**src/rtl/multicycle_main_control_if.sv**
```systemverilog
// Interface bundle between the multi-cycle main control FSM and the MIPS datapath.
// The master side (the controller) takes in the opcode and memory handshake and drives every control line.
interface multicycle_main_control_if;
  logic [5:0] opcode;
  logic       mem_ready;
  logic       pc_write;
  logic       pc_write_cond;
  logic       i_or_d;
  logic       mem_read;
  logic       mem_write;
  logic       ir_write;
  logic       mem_to_reg;
  logic       reg_write;
  logic       reg_dst;
  logic       alu_src_a;
  logic [1:0] alu_src_b;
  logic [1:0] alu_op;
  logic [1:0] pc_source;
  logic       instr_done;
  logic       illegal_op;
  logic [3:0] state_o;

  modport master (
    input  opcode, mem_ready,
    output pc_write, pc_write_cond, i_or_d, mem_read, mem_write, ir_write,
           mem_to_reg, reg_write, reg_dst, alu_src_a, alu_src_b, alu_op,
           pc_source, instr_done, illegal_op, state_o
  );

  modport slave (
    output opcode, mem_ready,
    input  pc_write, pc_write_cond, i_or_d, mem_read, mem_write, ir_write,
           mem_to_reg, reg_write, reg_dst, alu_src_a, alu_src_b, alu_op,
           pc_source, instr_done, illegal_op, state_o
  );
endinterface

```
**src/rtl/multicycle_main_control.sv**
```systemverilog
// Main control FSM of the multi-cycle MIPS datapath (fetch/decode/execute/memory/writeback).
// Define ADDI_SUPPORT_EN to add the addi path (states 11/12); otherwise addi decodes as illegal.
module multicycle_main_control #(
  parameter logic [5:0] OP_RTYPE = 6'h00,
  parameter logic [5:0] OP_LW    = 6'h23,
  parameter logic [5:0] OP_SW    = 6'h2B,
  parameter logic [5:0] OP_BEQ   = 6'h04,
  parameter logic [5:0] OP_J     = 6'h02,
  parameter logic [5:0] OP_ADDI  = 6'h08
) (
  input  logic                          clk,
  input  logic                          rstn,
  multicycle_main_control_if.master     bus
);

  typedef enum logic [3:0] {
    IDLE      = 4'd0,
    FETCH     = 4'd1,
    DECODE    = 4'd2,
    MEM_ADDR  = 4'd3,
    MEM_RD    = 4'd4,
    MEM_WB    = 4'd5,
    MEM_WR    = 4'd6,
    EXEC      = 4'd7,
    R_WB      = 4'd8,
    BRANCH    = 4'd9,
    JUMP      = 4'd10,
    ADDI_EXEC = 4'd11,
    ADDI_WB   = 4'd12
  } state_t;

  state_t state;
  state_t state_next;
  logic   is_store;
  logic   illegal;

  // lw/sw choice is captured in DECODE so opcode changes later are ignored
  always_ff @(posedge clk or negedge rstn) begin
    if (!rstn) begin
      state    <= IDLE;
      is_store <= 1'b0;
    end else begin
      state <= state_next;
      if (state == DECODE) is_store <= (bus.opcode == OP_SW);
    end
  end

  assign bus.state_o = state;

  always_comb begin
    state_next        = IDLE;
    illegal           = 1'b0;
    bus.pc_write      = 1'b0;
    bus.pc_write_cond = 1'b0;
    bus.i_or_d        = 1'b0;
    bus.mem_read      = 1'b0;
    bus.mem_write     = 1'b0;
    bus.ir_write      = 1'b0;
    bus.mem_to_reg    = 1'b0;
    bus.reg_write     = 1'b0;
    bus.reg_dst       = 1'b0;
    bus.alu_src_a     = 1'b0;
    bus.alu_src_b     = 2'b00;
    bus.alu_op        = 2'b00;
    bus.pc_source     = 2'b00;
    bus.instr_done    = 1'b0;
    bus.illegal_op    = 1'b0;

    case (state)
      IDLE: state_next = FETCH;
      FETCH: begin
        bus.mem_read  = 1'b1;
        bus.alu_src_b = 2'b01;
        bus.ir_write  = bus.mem_ready;
        bus.pc_write  = bus.mem_ready;
        state_next    = bus.mem_ready ? DECODE : FETCH;
      end
      DECODE: begin
        bus.alu_src_b = 2'b11;
        case (bus.opcode)
          OP_LW, OP_SW: state_next = MEM_ADDR;
          OP_RTYPE:     state_next = EXEC;
          OP_BEQ:       state_next = BRANCH;
          OP_J:         state_next = JUMP;
`ifdef ADDI_SUPPORT_EN
          OP_ADDI:      state_next = ADDI_EXEC;
`else
          OP_ADDI:      illegal    = 1'b1;
`endif
          default:      illegal    = 1'b1;
        endcase
        if (illegal) begin
          bus.illegal_op = 1'b1;
          bus.instr_done = 1'b1;
          state_next     = FETCH;
        end
      end
      MEM_ADDR: begin
        bus.alu_src_a = 1'b1;
        bus.alu_src_b = 2'b10;
        state_next    = is_store ? MEM_WR : MEM_RD;
      end
      MEM_RD: begin
        bus.mem_read = 1'b1;
        bus.i_or_d   = 1'b1;
        state_next   = bus.mem_ready ? MEM_WB : MEM_RD;
      end
      MEM_WB: begin
        bus.reg_write  = 1'b1;
        bus.mem_to_reg = 1'b1;
        bus.instr_done = 1'b1;
        state_next     = FETCH;
      end
      MEM_WR: begin
        bus.mem_write  = 1'b1;
        bus.i_or_d     = 1'b1;
        bus.instr_done = bus.mem_ready;
        state_next     = bus.mem_ready ? FETCH : MEM_WR;
      end
      EXEC: begin
        bus.alu_src_a = 1'b1;
        bus.alu_op    = 2'b10;
        state_next    = R_WB;
      end
      R_WB: begin
        bus.reg_write  = 1'b1;
        bus.reg_dst    = 1'b1;
        bus.instr_done = 1'b1;
        state_next     = FETCH;
      end
      BRANCH: begin
        bus.alu_src_a     = 1'b1;
        bus.alu_op        = 2'b01;
        bus.pc_write_cond = 1'b1;
        bus.pc_source     = 2'b01;
        bus.instr_done    = 1'b1;
        state_next        = FETCH;
      end
      JUMP: begin
        bus.pc_write   = 1'b1;
        bus.pc_source  = 2'b10;
        bus.instr_done = 1'b1;
        state_next     = FETCH;
      end
`ifdef ADDI_SUPPORT_EN
      ADDI_EXEC: begin
        bus.alu_src_a = 1'b1;
        bus.alu_src_b = 2'b10;
        state_next    = ADDI_WB;
      end
      ADDI_WB: begin
        bus.reg_write  = 1'b1;
        bus.instr_done = 1'b1;
        state_next     = FETCH;
      end
`endif
      default: state_next = IDLE;
    endcase
  end

endmodule

```
**src/flat_wrapper.sv**
```systemverilog
// flat-port wrapper written by rule: the top's interface ports become plain ports
module multicycle_main_control_flat 
#(
  parameter logic [5:0] OP_RTYPE = 6'h00,
  parameter logic [5:0] OP_LW    = 6'h23,
  parameter logic [5:0] OP_SW    = 6'h2B,
  parameter logic [5:0] OP_BEQ   = 6'h04,
  parameter logic [5:0] OP_J     = 6'h02,
  parameter logic [5:0] OP_ADDI  = 6'h08
)
  (clk, rstn, bus_opcode, bus_mem_ready, bus_pc_write, bus_pc_write_cond, bus_i_or_d, bus_mem_read, bus_mem_write, bus_ir_write, bus_mem_to_reg, bus_reg_write, bus_reg_dst, bus_alu_src_a, bus_alu_src_b, bus_alu_op, bus_pc_source, bus_instr_done, bus_illegal_op, bus_state_o);
  multicycle_main_control_if bus_i ();
  input  logic clk;
  input  logic rstn;
  input wire logic [$bits(bus_i.opcode)-1:0] bus_opcode;
  input wire logic [$bits(bus_i.mem_ready)-1:0] bus_mem_ready;
  output wire logic [$bits(bus_i.pc_write)-1:0] bus_pc_write;
  output wire logic [$bits(bus_i.pc_write_cond)-1:0] bus_pc_write_cond;
  output wire logic [$bits(bus_i.i_or_d)-1:0] bus_i_or_d;
  output wire logic [$bits(bus_i.mem_read)-1:0] bus_mem_read;
  output wire logic [$bits(bus_i.mem_write)-1:0] bus_mem_write;
  output wire logic [$bits(bus_i.ir_write)-1:0] bus_ir_write;
  output wire logic [$bits(bus_i.mem_to_reg)-1:0] bus_mem_to_reg;
  output wire logic [$bits(bus_i.reg_write)-1:0] bus_reg_write;
  output wire logic [$bits(bus_i.reg_dst)-1:0] bus_reg_dst;
  output wire logic [$bits(bus_i.alu_src_a)-1:0] bus_alu_src_a;
  output wire logic [$bits(bus_i.alu_src_b)-1:0] bus_alu_src_b;
  output wire logic [$bits(bus_i.alu_op)-1:0] bus_alu_op;
  output wire logic [$bits(bus_i.pc_source)-1:0] bus_pc_source;
  output wire logic [$bits(bus_i.instr_done)-1:0] bus_instr_done;
  output wire logic [$bits(bus_i.illegal_op)-1:0] bus_illegal_op;
  output wire logic [$bits(bus_i.state_o)-1:0] bus_state_o;
  assign bus_i.opcode = bus_opcode;
  assign bus_i.mem_ready = bus_mem_ready;
  assign bus_pc_write = bus_i.pc_write;
  assign bus_pc_write_cond = bus_i.pc_write_cond;
  assign bus_i_or_d = bus_i.i_or_d;
  assign bus_mem_read = bus_i.mem_read;
  assign bus_mem_write = bus_i.mem_write;
  assign bus_ir_write = bus_i.ir_write;
  assign bus_mem_to_reg = bus_i.mem_to_reg;
  assign bus_reg_write = bus_i.reg_write;
  assign bus_reg_dst = bus_i.reg_dst;
  assign bus_alu_src_a = bus_i.alu_src_a;
  assign bus_alu_src_b = bus_i.alu_src_b;
  assign bus_alu_op = bus_i.alu_op;
  assign bus_pc_source = bus_i.pc_source;
  assign bus_instr_done = bus_i.instr_done;
  assign bus_illegal_op = bus_i.illegal_op;
  assign bus_state_o = bus_i.state_o;
  multicycle_main_control #(.OP_RTYPE(OP_RTYPE), .OP_LW(OP_LW), .OP_SW(OP_SW), .OP_BEQ(OP_BEQ), .OP_J(OP_J), .OP_ADDI(OP_ADDI)) u_core (.clk(clk), .rstn(rstn), .bus(bus_i));
endmodule
```
**config.mk**
```make
export PLATFORM = sky130hd
export DESIGN_NAME = multicycle_main_control_flat
export DESIGN_NICKNAME = d
export VERILOG_FILES = /design/src/rtl/multicycle_main_control_if.sv /design/src/rtl/multicycle_main_control.sv /design/src/flat_wrapper.sv
export SDC_FILE = /design/constraint.sdc
export NUM_CORES = 1
export LEC_CHECK = 0
export CAP_MARGIN = 20
export CORE_MARGIN = 10
export CORE_UTILIZATION = 40
export DETAILED_ROUTE_END_ITERATION = 8
export DONT_BUFFER_PORTS = 1
export GPL_TIMING_DRIVEN = 0
export HOLD_SLACK_MARGIN = 0.05
export PLACE_DENSITY_LB_ADDON = 0.1
export RECOVER_POWER = 50
export SYNTH_ARGS = -nofsm -noshare
export SYNTH_HDL_FRONTEND = slang
export SYNTH_SLANG_ARGS = --single-unit
```
**constraint.sdc**
```tcl
create_clock -name clk -period 1.27 [get_ports clk]
set_input_delay 0.127 -clock clk [delete_from_list [all_inputs] [get_ports clk]]
set_output_delay 0.127 -clock clk [all_outputs]
set_load 0.05 [all_outputs]
```
==> results of run 1 <==
[power by group through the flow]
stage / Combinational (mW) / Clock [mW] / Sequential, mW
5_1_grt: 2.04 / 0.199 / 0.512
4_1_cts: 1.85 / 0.187 / 0.492
6_report: 1.92 / 0.180 / 0.504
2_1_floorplan: 1.49 / 0 / 0.447
3_3_place_gp: 1.62 / 0 / 0.477
3_5_place_dp: 1.64 / 0 / 0.477
[area by class of cell]
class | count | area share
buffer | 6 | 0.08322
clock buffer | 4 | 0.02819
inverter | 1 | 0.006711
multi-input combinational | 65 | 0.6174
sequential | 5 | 0.1503
tap | 15 | 0.02013
timing repair buffer | 10 | 0.09396
[cells in the final DEF (no fill, tap or decap), types with 2 or more instances in the layout]
cell type | Yosys | routed
nor2_1 | 16 | 5
buf_4 | 2 | 7
nand2b_1 | 6 | 2
or3_4 | 1 | 2
buf_6 | 0 | 3
xnor2_1 | 2 | 2
clkbuf_4 | 0 | 3
a21oi_1 | 7 | 6
nand2_2 | 0 | 2
nor2_4 | 0 | 11
dfrtp_4 | 0 | 4
buf_8 | 0 | 3
a31oi_1 | 2 | 2
dlygate4sd3_1 | 0 | 2
nand2b_4 | 0 | 2
nand2_1 | 7 | 4
nand2b_2 | 0 | 2
and3_4 | 0 | 2
[synthesized netlist by cell type]
master     count  share of area
nor2b_1        2          0.024
buf_4          2          0.028
a2111oi_0      1          0.017
nand2b_1       6          0.071
a21oi_1        7          0.066
and3_1         2          0.024
or3_1          1          0.012
mux2i_1        1          0.019
nor3_2         1          0.019
and2_1         1          0.012
or3_4          1          0.021
o32a_1         1          0.019
nor2_1        16           0.11
nand3_1        1         0.0094
clkbuf_1       3          0.021
o21ai_0        2          0.019
a22o_1         1          0.017
a31oi_1        2          0.024
nor4_1         2          0.024
o21bai_1       1          0.014
nand2_1        7          0.050
a21boi_0       1          0.014
xnor2_1        2          0.033
nor4b_1        1          0.017
buf_2          1         0.0094
nand4b_1       1          0.017
nor3_1         2          0.019
dfrtp_1        5           0.24
inv_1          1         0.0071
nor3b_1        1          0.014
o21a_1         1          0.014
[timing repair]
item / in CTS / in global routing
endpoints found under the hold margin: 6 / 0
pin swaps: 11 / 4
resized for setup: 26 / 11
buffers inserted: 6 / 2
hold buffers: 2 / 0
setup endpoints to repair: 23 / 23
[worst max-delay path by stage]
stage                                startpoint          endpoint  slack, ps  cells past startpoint
after floorplan           u_core.bus.state_o[1]    bus_instr_done       -750                      4
after global placement    u_core.bus.state_o[1]  bus_pc_source[1]       -930                      3
after global routing      u_core.bus.state_o[1]    bus_instr_done       -990                      4
final                     u_core.bus.state_o[1]    bus_instr_done       -930                      4
after detailed placement  u_core.bus.state_o[1]  bus_pc_source[1]       -960                      3
after CTS                 u_core.bus.state_o[1]    bus_instr_done       -930                      4
[flip-flops by register name, indices dropped and copies added (netlist names)]
register	flops
u_core.bus.state_o	4
u_core.is_store	1
[per-stage QoR]
stage	cell area [um2]	TNS, ps	utilization
finish	932.1	-9521	0.7347
floorplan	681.9	-6955	-
global placement	700.7	-9510	0.5523
CTS	888.4	-10170	0.7002
global route	932.1	-10900	0.7347
detailed placement	700.7	-9837	0.5523
[worst max-delay path: stages (launching register included)]
cell,delay [ps]
dfrtp_4,550
nor2b_4,220
nand2_2,90
nor4_4,620
or3_4,360
[per-layer routing]
metal,up-vias,track usage,part of all wire
met2,17,0.1865,0.50
met3,0,0.03820,0.079
li1,300,-,-
met4,0,0.04124,0
met5,-,0,0
met1,304,0.1290,0.42
[kinds of logic (layout without fill, tap and decap cells)]
kind of cell,after synthesis,after routing,share of synthesized area
buffers and inverters,7,21,0.06601
DFF,5,5,0.2358
muxes,1,1,0.01887
xor gates and xnor gates,2,2,0.03302
and+or+nand+nor,45,45,0.4434
AOI/OAI and AO/OA,17,17,0.2028
==> results.txt, run 1 <==
Status: finished with violations
Violated checks: negative setup slack
Detailed placement HPWL: 1.337 mm
FF+latch count, synth: 5
CTS root buf: clkbuf_4
RR Endpoint: u_core.bus.state_o[1]
IO Port Bufs: 0
Final worst-path cycle share: 1.734
DRT Pass-1 Iters: 4
Fin Hold WS: 61.89 ps
Comb pwr share: 0.737
VDD IR max: 1.869 mV
First-pass GRT wire length: 3.049 mm
Setup WS pre-CTS: -958.3 ps
Max-cap viol count: 0
H-tree Lvls: 1
Final cell count without fillers: 106
Power Dens Cells: 2793 nW/um2
Worst setup path class: register to output port
Setup WS post-layout: -931.9 ps
Drt wl/cell: 17.16 um
Synthesized area: 530.5 um2
Vias: 621
Core ar.: 1269 um2
Hold path depth: 3
Hold Path Class: primary input to register
Slew @ Worst Pin: 816.4 ps
Post-synth cell types: 31
Max Slew Vio Count: 0
CP Launch Type: register
Via/cell ratio: 5.858
Routed Antenna Nets: 0
# fillers: 93
Fin. Hold Viols: 0
Syn Nets: 86
Iteration-0 DRC Markers: 10
Die ar.: 3183 um2
Io pins: 31
Seq. cell area: 140.1 um2
Critical Path Fanout Max: 8
Worst Hold Endpoint: u_core.bus.state_o[2]
Clock Path Buffers: 2
Worst-skew pair later-pin latency: 240 ps
Clk_skew: 5.235 ps
TritonCTS clock tree: built
Clock share of power: 0.069
Syn avg cell area: 6.890 um2
# nets final: 101
Internal power: 0.9481 mW
Sequential share of power: 0.194
CTS Buf Count: 3
Total GRT Usage: 0.1127
Gr ovfl total: 0
Critical Path AT: 2070 ps
Starting Density: 0.4181
WL final: 1.819 mm
Switching Share: 0.6358
Yosys warning total: 0
Reg2reg start: u_core.bus.state_o[1]
DRC Markers: 0
Die width: 56.42 um
Fmax: 0.4542 GHz
Slew headroom: 0.4517
CP endpoint kind: output port
Count of final setup violators: 23
Routability cong.: 0.7441
Pin count of the biggest net entering global routing: 11
Dpl cells: 92
Static Leakage: 0.3318 nW
Clock slew at reported path FFs: 40 ps
Worst Hold Launch: bus_opcode[1]
Ant. Diodes: 0
Layout area overhead: 75.71%
NetSw: 1.655 mW
Initial antenna violation count: 0
Share of cells above drive strength 1: 0.5604
Die Height: 56.42 um
Sequential area share after synthesis: 0.2358
Post-Syn Instances: 77
RSZ-0062 raised after global routing: true
Clk sinks: 5
CP Data Required Time: 1140 ps
Tmin final: 2202 ps
Core Rows: 13
R2R depth: 5
Vias in the first global route: 636
Multi-input gate area: 575.6 um2
Tot Pwr: 2.604 mW
Flop2flop setup slack: -260 ps
(Power assumes the default switching activity.)
==> run 2, diff against run 1 <==
--- a/config.mk
+++ b/config.mk
@@ -5,10 +5,11 @@
 export SDC_FILE = /design/constraint.sdc
 export NUM_CORES = 1
 export LEC_CHECK = 0
+export ABC_AREA = 1
 export CAP_MARGIN = 20
-export CORE_MARGIN = 10
-export CORE_UTILIZATION = 40
+export CORE_AREA = 10 10 47 49
 export DETAILED_ROUTE_END_ITERATION = 8
+export DIE_AREA = 0 0 57 59
 export DONT_BUFFER_PORTS = 1
 export GPL_TIMING_DRIVEN = 0
 export HOLD_SLACK_MARGIN = 0.05
==> results.txt, run 2 <==
Critical Path AT: 1630 ps
Worst Hold Launch: bus_mem_ready
Hold path depth: 4
Ys flop type: dfrtp_1
Routed Antenna Nets: 0
R2R depth: 9
Most common cell after layout, fill and taps aside: nor2_1
Yosys warning total: 0
Critical Path Fanout Max: 4
DRT Pass-1 Iters: 6
VDD IR max: 1.785 mV
Setup WS post-layout: -484.7 ps
Flop2flop setup slack: -400 ps
NetSw: 1.810 mW
Initial antenna violation count: 0
Syn avg cell area: 5.744 um2
Post-synth EDFFs: 0
Ant. Diodes: 0
Final worst-path cycle share: 1.382
RR Endpoint: u_core.bus.state_o[0]
Internal power: 1.005 mW
Clk_skew: 1.593 ps
Dpl cells: 104
Hold Path Class: primary input to register
Post-synth cell types: 17
# nets final: 115
Die Height: 59 um
Static Leakage: 0.3972 nW
Most frequent cells in the layout: 14 x nor2_1, 13 x nand2_1, 9 x nor2_4, 7 x buf_6
TritonCTS clock tree: built
Clk sinks: 5
H-tree Lvls: 1
Count of final setup violators: 23
Syn Nets: 97
Reg2reg start: u_core.bus.state_o[3]
CP max stage delay: 590 ps
CP Data Required Time: 1140 ps
Die width: 57 um
Vias in the first global route: 674
Post-synth top area share: 0.2475
CP max-delay cell: dfrtp_4
Core Rows: 14
CP endpoint kind: output port
Io pins: 31
CP Launch Type: register
IO Port Bufs: 0
Comb pwr share: 0.731
Routability cong.: 0.7323
Worst setup path class: register to output port
Drt wl/cell: 15.70 um
Clock Path Buffers: 2
FF+latch count, synth: 5
Largest area contributor in the netlist: dfrtp_1
Area post-placement: 661.9 um2
Power Dens Cells: 2802 nW/um2
Post-Syn Instances: 88
Synth top cells by count: 23 x nor2_1, 21 x nand2_1, 8 x inv_1, 8 x nand3_1, 5 x dfrtp_1
Slew headroom: 0.6111
Die ar.: 3363 um2
Total GRT Usage: 0.1093
Max-cap viol count: 0
Clock share of power: 0.064
Status: finished with violations
CP delay by family, top: flip-flops
DRC Markers: 0
Fmax: 0.5699 GHz
Most frequent cell after synthesis: nor2_1
Violated checks: negative setup slack
Setup WS pre-CTS: -312.9 ps
Layout area overhead: 98.76%
Slew @ Worst Pin: 583.2 ps
Starting Density: 0.3607
Max Slew Vio Count: 0
Post-route cell area: 1005 um2
Share of cells above drive strength 1: 0.5714
Detailed placement HPWL: 1.314 mm
Buffers and inverters on the worst path: 2
Iteration-0 DRC Markers: 10
Crit-path cells: inv_8, nand2_8, nor2_4, buf_8
First-pass GRT wire length: 3.029 mm
CTS root buf: clkbuf_4
Async S/R FF share, synth: 1.000
Pin count of the biggest net entering global routing: 8
Vias: 614
Via/cell ratio: 5.074
Sequential area share after synthesis: 0.2475
Clock slew at reported path FFs: 40 ps
Final cell count without fillers: 121
RSZ-0062 raised after global routing: true
CTS Buf Count: 3
Switching Share: 0.6430
Gr ovfl total: 0
Number of flip-flops in the largest register: 4
Top cells by area, synth: dfrtp_1 25%, nor2_1 17%, nand2_1 16%
Fin. Hold Viols: 0
Worst Hold Endpoint: u_core.bus.state_o[0]
Sequential share of power: 0.205
Fin Hold WS: 97.33 ps
Core ar.: 1401 um2
Synthesized area: 505.5 um2
Worst-skew pair later-pin latency: 240 ps
Tmin final: 1755 ps
WL final: 1.900 mm
# fillers: 104
==> run 2: tightest hold or removal path, stage by stage <==
cell     delay [ps]
nand2_2          40
nand2_2          50
nor2_1           40
nand2_1          50
==> run 2: cell families after synthesis <==
family	Yosys count	synth area share
and+or+nand+nor	61	0.5470
buffers and inverters	14	0.1188
AOI/OAI and AO/OA	8	0.08665
DFF	5	0.2475
==> run 2: worst max path at each step <==
stage / from / to / slack, ps / cells after the start
CTS: u_core.bus.state_o[0] / bus_instr_done / -490 / 5
global placement: u_core.bus.state_o[0] / bus_instr_done / -310 / 5
floorplan: u_core.bus.state_o[3] / bus_instr_done / -230 / 5
finish: u_core.bus.state_o[2] / bus_alu_op[0] / -480 / 4
detailed placement: u_core.bus.state_o[3] / bus_instr_done / -310 / 5
global route: u_core.bus.state_o[1] / bus_pc_write / -540 / 5
==> run 2: cell type report <==
cell class,count,area (um2),share of cell area
multi-input cells,69,559.3,0.5567
repair buffers,13,153.9,0.1532
flip-flops and latches,5,140.1,0.1395
inverters,12,75.07,0.07472
plain buffers,2,30.03,0.02989
clock buffers,4,26.28,0.02615
well taps,16,20.02,0.01993
==> run 2: timing repair <==
action | 4_1_cts | 5_1_grt
endpoints found under the hold margin | 6 | 0
hold buffers | 2 | 0
gates resized for setup | 37 | 10
pin swaps | 8 | 7
buffers inserted | 8 | 3
endpoints found under the setup margin | 21 | 23
==> run 2: power by group through the flow <==
stage / registers (mW) / clock network [mW] / logic, mW
6_report: 0.578 / 0.179 / 2.06
5_1_grt: 0.593 / 0.205 / 2.18
4_1_cts: 0.574 / 0.191 / 1.93
3_5_place_dp: 0.488 / 0 / 1.48
3_3_place_gp: 0.489 / 0 / 1.47
2_1_floorplan: 0.466 / 0 / 1.35
==> run 2: per-stage QoR <==
step / total power [mW] / TNS [ps] / util
detailed placement: 1.964 / -3925 / 0.4723
CTS: 2.696 / -8001 / 0.6741
global placement: 1.959 / -3795 / 0.4723
finish: 2.815 / -7863 / 0.7170
floorplan: 1.815 / -2218 / -
global route: 2.974 / -9207 / 0.7170
==> run 2: per-layer routing <==
metal  vias to the layer above  share of wire  global-route usage  wire length (um)
met4                         0              0             0.04027                 0
met1                       278           0.34              0.1067               649
li1                        311              -                   -                 -
met2                        25           0.56              0.2031              1071
met3                         0          0.094             0.04292               179
met5                         -              0                   0                 0
